**config.mk**
```make
export PLATFORM = sky130hd
export DESIGN_NAME = mem_access_stage
export DESIGN_NICKNAME = d
export VERILOG_FILES = /design/src/rtl/mem_access_stage.sv
export SDC_FILE = /design/constraint.sdc
export NUM_CORES = 1
export LEC_CHECK = 0
export ABC_AREA = 0
export BUFFER_PORTS_ARGS = -buffer_cell sky130_fd_sc_hd__buf_2
export CAP_MARGIN = 0
export CORE_UTILIZATION = 41
export CTS_CLUSTER_SIZE = 16
export DETAILED_ROUTE_END_ITERATION = 6
export GPL_TIMING_DRIVEN = 0
export PLACE_DENSITY = 0.77
export SLEW_MARGIN = 10
export SYNTH_ARGS = -nofsm -noshare
export SYNTH_HDL_FRONTEND = slang
export SYNTH_SLANG_ARGS = --single-unit
```
**constraint.sdc**
```tcl
create_clock -name Clk -period 1.3 [get_ports Clk]
set_clock_uncertainty 0.05 [all_clocks]
set_input_delay 0.26 -clock Clk [delete_from_list [all_inputs] [get_ports Clk]]
set_output_delay 0.26 -clock Clk [all_outputs]
set_load 0.1 [all_outputs]
```
**src/rtl/mem_access_stage.sv**
```systemverilog
// MEM pipeline stage: issues data-memory requests, stalls upstream while a request is in flight,
// detects misaligned accesses and request timeouts, and loads the MEM/WB register.
module mem_access_stage (
  input  logic        Clk,
  input  logic        Reset,
  input  logic        RegWrite_MEM,
  input  logic        MemtoReg_MEM,
  input  logic        Branch_MEM,
  input  logic        MemRead_MEM,
  input  logic        MemWrite_MEM,
  input  logic        Zero_MEM,
  input  logic [31:0] Branch_Dest_MEM,
  input  logic [31:0] ALU_Result_MEM,
  input  logic [31:0] Write_Data_MEM,
  input  logic [4:0]  Write_Register_MEM,
  output logic        Mem_Req,
  output logic        Mem_We,
  output logic [31:0] Mem_Addr,
  output logic [31:0] Mem_Wdata,
  input  logic [31:0] Mem_Rdata,
  input  logic        Mem_Ack,
  output logic        PCSrc_MEM,
  output logic [31:0] Branch_Target_MEM,
  output logic        Stall_MEM,
  output logic        RegWrite_WB,
  output logic        MemtoReg_WB,
  output logic [31:0] Read_Data_WB,
  output logic [31:0] ALU_Result_WB,
  output logic [4:0]  Write_Register_WB,
  output logic        Align_Error,
  output logic        Mem_Timeout
);

  typedef enum logic [0:0] {StIdle, StBusy} state_t;

  state_t      r_state, w_state_d;
  logic [3:0]  r_wait_cnt, w_wait_cnt_d;

  logic        r_mem_req, r_mem_we;
  logic [31:0] r_mem_addr, r_mem_wdata;

  // Controls of the instruction that owns the in-flight request
  logic        r_lat_rw, r_lat_m2r;
  logic [4:0]  r_lat_rd;

  logic        r_wb_rw, r_wb_m2r;
  logic [31:0] r_wb_data, r_wb_alu;
  logic [4:0]  r_wb_rd;
  logic        r_align_err, r_timeout;

  logic        w_access, w_misaligned, w_stall, w_latch_txn, w_align_d, w_timeout_d;
  logic        w_wb_rw_d, w_wb_m2r_d;
  logic [31:0] w_wb_data_d, w_wb_alu_d;
  logic [4:0]  w_wb_rd_d;

  assign w_access     = MemRead_MEM | MemWrite_MEM;
  assign w_misaligned = ALU_Result_MEM[1:0] != 2'b00;

  always_comb begin
    w_state_d    = r_state;
    w_wait_cnt_d = r_wait_cnt;
    w_stall      = 1'b0;
    w_latch_txn  = 1'b0;
    w_align_d    = 1'b0;
    w_timeout_d  = 1'b0;
    // Bubble unless a branch below retires an instruction
    w_wb_rw_d    = 1'b0;
    w_wb_m2r_d   = 1'b0;
    w_wb_data_d  = 32'd0;
    w_wb_alu_d   = 32'd0;
    w_wb_rd_d    = 5'd0;
    case (r_state)
      StIdle: begin
        w_wait_cnt_d = 4'd0;
        if (!w_access) begin
          w_wb_rw_d  = RegWrite_MEM;
          w_wb_m2r_d = MemtoReg_MEM;
          w_wb_alu_d = ALU_Result_MEM;
          w_wb_rd_d  = Write_Register_MEM;
        end else if (w_misaligned) begin
          w_align_d = 1'b1;
        end else begin
          w_stall     = 1'b1;
          w_latch_txn = 1'b1;
          w_state_d   = StBusy;
        end
      end
      StBusy: begin
        if (Mem_Ack) begin
          w_state_d   = StIdle;
          w_wb_rw_d   = r_lat_rw;
          w_wb_m2r_d  = r_lat_m2r;
          w_wb_alu_d  = r_mem_addr;
          w_wb_rd_d   = r_lat_rd;
          w_wb_data_d = r_mem_we ? 32'd0 : Mem_Rdata;
        end else if (r_wait_cnt == 4'd15) begin
          w_state_d   = StIdle;
          w_timeout_d = 1'b1;
        end else begin
          w_stall      = 1'b1;
          w_wait_cnt_d = r_wait_cnt + 4'd1;
        end
      end
      default: w_state_d = StIdle;
    endcase
  end

  always_ff @(posedge Clk) begin
    if (Reset) begin
      r_state     <= StIdle;
      r_wait_cnt  <= 4'd0;
      r_mem_req   <= 1'b0;
      r_mem_we    <= 1'b0;
      r_mem_addr  <= 32'd0;
      r_mem_wdata <= 32'd0;
      r_lat_rw    <= 1'b0;
      r_lat_m2r   <= 1'b0;
      r_lat_rd    <= 5'd0;
      r_wb_rw     <= 1'b0;
      r_wb_m2r    <= 1'b0;
      r_wb_data   <= 32'd0;
      r_wb_alu    <= 32'd0;
      r_wb_rd     <= 5'd0;
      r_align_err <= 1'b0;
      r_timeout   <= 1'b0;
    end else begin
      r_state     <= w_state_d;
      r_wait_cnt  <= w_wait_cnt_d;
      r_mem_req   <= (w_state_d == StBusy);
      r_wb_rw     <= w_wb_rw_d;
      r_wb_m2r    <= w_wb_m2r_d;
      r_wb_data   <= w_wb_data_d;
      r_wb_alu    <= w_wb_alu_d;
      r_wb_rd     <= w_wb_rd_d;
      r_align_err <= w_align_d;
      r_timeout   <= w_timeout_d;
      if (r_state == StIdle) begin
        r_lat_rw  <= RegWrite_MEM;
        r_lat_m2r <= MemtoReg_MEM;
        r_lat_rd  <= Write_Register_MEM;
      end
      if (w_latch_txn) begin
        r_mem_addr  <= ALU_Result_MEM;
        r_mem_wdata <= Write_Data_MEM;
        r_mem_we    <= MemWrite_MEM & ~MemRead_MEM;
      end
    end
  end

  assign Mem_Req           = r_mem_req;
  assign Mem_We            = r_mem_we;
  assign Mem_Addr          = r_mem_addr;
  assign Mem_Wdata         = r_mem_wdata;
  assign Stall_MEM         = w_stall & ~Reset;
  assign PCSrc_MEM         = Branch_MEM & Zero_MEM & (r_state == StIdle) & ~Reset;
  assign Branch_Target_MEM = Branch_Dest_MEM;
  assign RegWrite_WB       = r_wb_rw;
  assign MemtoReg_WB       = r_wb_m2r;
  assign Read_Data_WB      = r_wb_data;
  assign ALU_Result_WB     = r_wb_alu;
  assign Write_Register_WB = r_wb_rd;
  assign Align_Error       = r_align_err;
  assign Mem_Timeout       = r_timeout;

endmodule

```
Word-level counts from Yosys, hierarchy flattened
Cells that the tools add are included.
{"block": "totals", "ff_bits": 150, "output_inout_bits": 173, "elab_cells": 58}
{"block": "classes", "n_addsub": 1, "n_eq_ne": 3, "mux": 23, "bitwise": 11, "n_reduce_logical": 5}
{"cell": "$mux W32", "count": 2}
{"cell": "$pmux W32 S2", "count": 1}
{"cell": "$mux W1", "count": 11}
{"cell": "$mux W5", "count": 2}
{"cell": "$pmux W5 S2", "count": 1}
{"cell": "$mux W4", "count": 2}
{"cell": "$pmux W4 S2", "count": 1}
{"cell": "$pmux W1 S2", "count": 3}
{"cell": "$reduce_or A3 Y1", "count": 2}
{"cell": "$and A1 B1 Y1", "count": 5}
{"cell": "$not A1 Y1", "count": 5}
{"cell": "$add A4 B1 Y4 const B", "count": 1}
{"cell": "$eq A4 B4 Y1 const B", "count": 1}
{"cell": "$ne A2 B2 Y1 const B", "count": 2}
{"cell": "$reduce_or A4 Y1", "count": 1}
{"cell": "$reduce_and A2 Y1", "count": 1}
{"cell": "$reduce_bool A2 Y1", "count": 1}
{"cell": "$or A1 B1 Y1", "count": 1}

Depth between registers and ports, before layout
{"block": "logic_depth", "ltp_word": 5, "depth_mapped": 6}

Least setup slack after synthesis
Ideal clock, no wire load.
{"block": "synth_path", "kind": "reg-to-output", "from": "reg Mem_Req (netlist name)", "to": "out PCSrc_MEM", "arrival_time_ns": 3.208, "t_required_ns": 0.990, "slack_ns": -2.218, "path_stages_with_launch": 4, "path_cell_list": "dfxtp_1 > buf_6 > buf_2 > nor3_1"}
{"item": "end, declared", "line": "22", "rtl": "output logic PCSrc_MEM,"}

==> impl_metrics.toml <==
[run_status]
status = "complete, but fails checks"
violations = "negative setup slack"

[setup_path]
cp_data_arrival_time_ns = 2.22
cp.required_ns = 1.54
crit_start = "Mem_Req"
cp_max_fo = 10
cp-end-kind = "flop"
critPathLaunchType = "flop"
criticalPathCategory = "reg2reg"
r2r-start = "Mem_Req"

[layout]
layout.cells.non_filler = 1141
area.growth.synth_to_final_pct = 93.8
multi_input_comb_area_um2 = 2760
fin_nets = 1086
drive_above_1_share_pct = 61.3
n_fill_cell = 700
seqCellArea_um2 = 3150

[global_route]
grt_first_pass_wirelength_um = 33100
use_met3_pct = 9.27
grtUsageMet1_pct = 30.8
grt_max_degree = 17
overflow = 0
grt_antenna_before_repair = 7
grtUsageMet2_pct = 52.5
grt_pass1_vias = 5959
gr-usage-all-layers_pct = 29.7
grt_busiest_layer = "met2"

[sta]
finalMaxSlewViolations = 0
tightest_slew_ns = 0.555
final-setup-viol-count = 195
fmax_mhz = 507
hold_ws_ns = 0.0176
final.min_clock_period_ns = 1.97
rsz0062_at_grt = "true"
fin_ws_ns = -0.674
relSlewSlack_pct = 63.0
fin_crit_sh_pct = 152
hold_violations = 0

[power]
pwr_density_cell_nw_per_um2 = 1220
p_leak_nw = 4.81
vdd_drop_max_mv = 0.880

[place]
port_buffers = 282
hpwl_um = 11600
place.gp.congestion = 0.819
placed_cells = 1029
dp_slack_ns = -0.638

[cts]
cts_tree = "yes"
htree_levels = 4
cts_max_path_buffers = 2
cts.sinks = 150
cts_buffers = 17
clock_latency_ns = 0.42
clk_pin_slew_ns = 0.07
cts-root-buf = "clkbuf_16"

[floorplan]
die_y_um = 122
initial_core_util_pct = 42.4
core_um2 = 14000
rows = 43
dieWidth_um = 122
die-area_um2 = 14900
ios = 315

[synth]
ys_warn_count = 0
synthesis.nets = 710
ys_ff_latch = 150
synthesis.area_um2 = 5920
syn_area_per_cell_um2 = 10.4
synth_cell_types = 28
netlist_instances = 567
yosysSeqAreaShare_pct = 50.7

[routing]
drcViolationCount = 0
drt_wl_total_um = 25200
vias_per_cell = 5.11
dr.pass1.iters = 4
avgRoutedWirePerCell_um = 22.1
drtIter0Drc = 314
vias = 5831
ant_nets = 0

[hold_path]
hold_class = "in2reg"
hp-start = "Mem_Rdata[8]"

[flow_run]
cap_violations = 0
[final cells by class]
class	instances	share of cell area, %
clock inverter	14	1.94
sequential	150	27.4
buffer	71	6.10
clock buffer	18	3.83
tap	180	1.96
timing repair buffer	357	34.6
multi-input combinational	344	24.0
inverter	2	0.0654
antenna	5	0.109
[routing by layer]
layer	wire [um]	share of wire, %
met5	24	0.095
met4	1360	5.4
met2	12700	51
met1	8860	35
met3	2180	8.7
[logic make-up after synthesis]
| group | synth area share, % |
|---|---|
| buf+inv | 9.23 |
| xor+xnor | 0.148 |
| fa+ha+maj | 0.211 |
| compound gates | 5.70 |
| simple gates | 22.2 |
| flops | 50.7 |
| mux | 11.8 |
[cells in the mapped netlist, drive strengths merged]
master | number | area share (%)
nor3 | 7 | 0.95
nor4b | 2 | 0.30
nand2 | 3 | 0.19
and2 | 33 | 3.5
nand4b | 1 | 0.15
buf | 54 | 8.0
inv | 2 | 0.13
nor2b | 1 | 0.23
clkbuf | 17 | 1.1
a211oi | 2 | 0.25
dfxtp | 150 | 51
a21oi | 4 | 0.34
o21ai | 1 | 0.084
a31oi | 2 | 0.21
ha | 1 | 0.21
a22oi | 38 | 4.8
mux2i | 70 | 12
nor3b | 2 | 0.42
nor2 | 50 | 3.2
nand2b | 125 | 13
xnor2 | 1 | 0.15
nor4 | 1 | 0.11
[worst max-delay path, cell delays in order, from the launching register on]
cell	delay [ns]
dfxtp_4	0.36
buf_8	0.13
buf_6	0.11
buf_6	0.11
buf_6	0.11
buf_6	0.12
nor3_4	0.13
buf_4	0.15
buf_8	0.16
a22oi_2	0.10
nor2_1	0.31
[sequential cells by signal (all words and copies together) (netlist names), 4 cells and up]
signal and cells:
Mem_Wdata 32, ALU_Result_WB 32, Write_Register_WB 5, r_wait_cnt 4, r_lat_rd 5, Mem_Addr 32
Read_Data_WB 32
[power by group]
| part | switching [W] | total (W) | leakage, nW | internal [W] |
|---|---|---|---|---|
| Sequential | 0.000175 | 0.00492 | 1.26 | 0.00474 |
| Clock | 0.00217 | 0.00565 | 0.317 | 0.00348 |
| Combinational | 0.00213 | 0.00340 | 3.24 | 0.00127 |
[cell usage in the layout, fill, tap and decap left out, drive strengths merged]
master,instances
nand2b,125
nand2,3
a22oi,38
nor3,7
xnor2,1
clkbuf,35
clkinvlp,2
a21oi,4
dlygate4sd3,25
clkinv,5
nor4b,2
buf,386
bufinv,5
a211oi,2
o21ai,1
nor3b,2
diode,5
and2,33
dfxtp,150
nand4b,1
nor4,1
nor2b,1
ha,1
a31oi,2
mux2i,70
inv,4
nor2,50
[path summary, 6_finish.rpt]
path | slack [ns] | cells past startpoint | end
setup / recovery | -0.67 | 10 | ALU_Result_WB[7]
hold reg to reg | 0.44 | 2 | Mem_Wdata[15]
setup reg to reg | -0.67 | 10 | ALU_Result_WB[7]
hold / removal | 0.02 | 2 | Read_Data_WB[8]
[per-stage QoR]
stage               area, um2  util (%)  TNS (ns)  total power (W)
CTS                     11100      79.5    -53.75           0.0137
floorplan                6150         -    -22.35          0.00698
detailed placement       7790      55.7    -36.44          0.00749
global route            11500      82.0    -72.77           0.0143
finish                  11500      82.1    -66.19           0.0140
global placement         7790      55.7    -33.50          0.00747
[what timing repair did]
item | CTS | global route
cloned | 11 | 4
hold endpoints to repair | 25 | 0
gates resized for setup | 589 | 61
setup endpoints to repair | 255 | 250
setup buffers | 24 | 16
hold buffers | 25 | 0
pin swaps | 23 | 36
(Power assumes the default switching activity.)
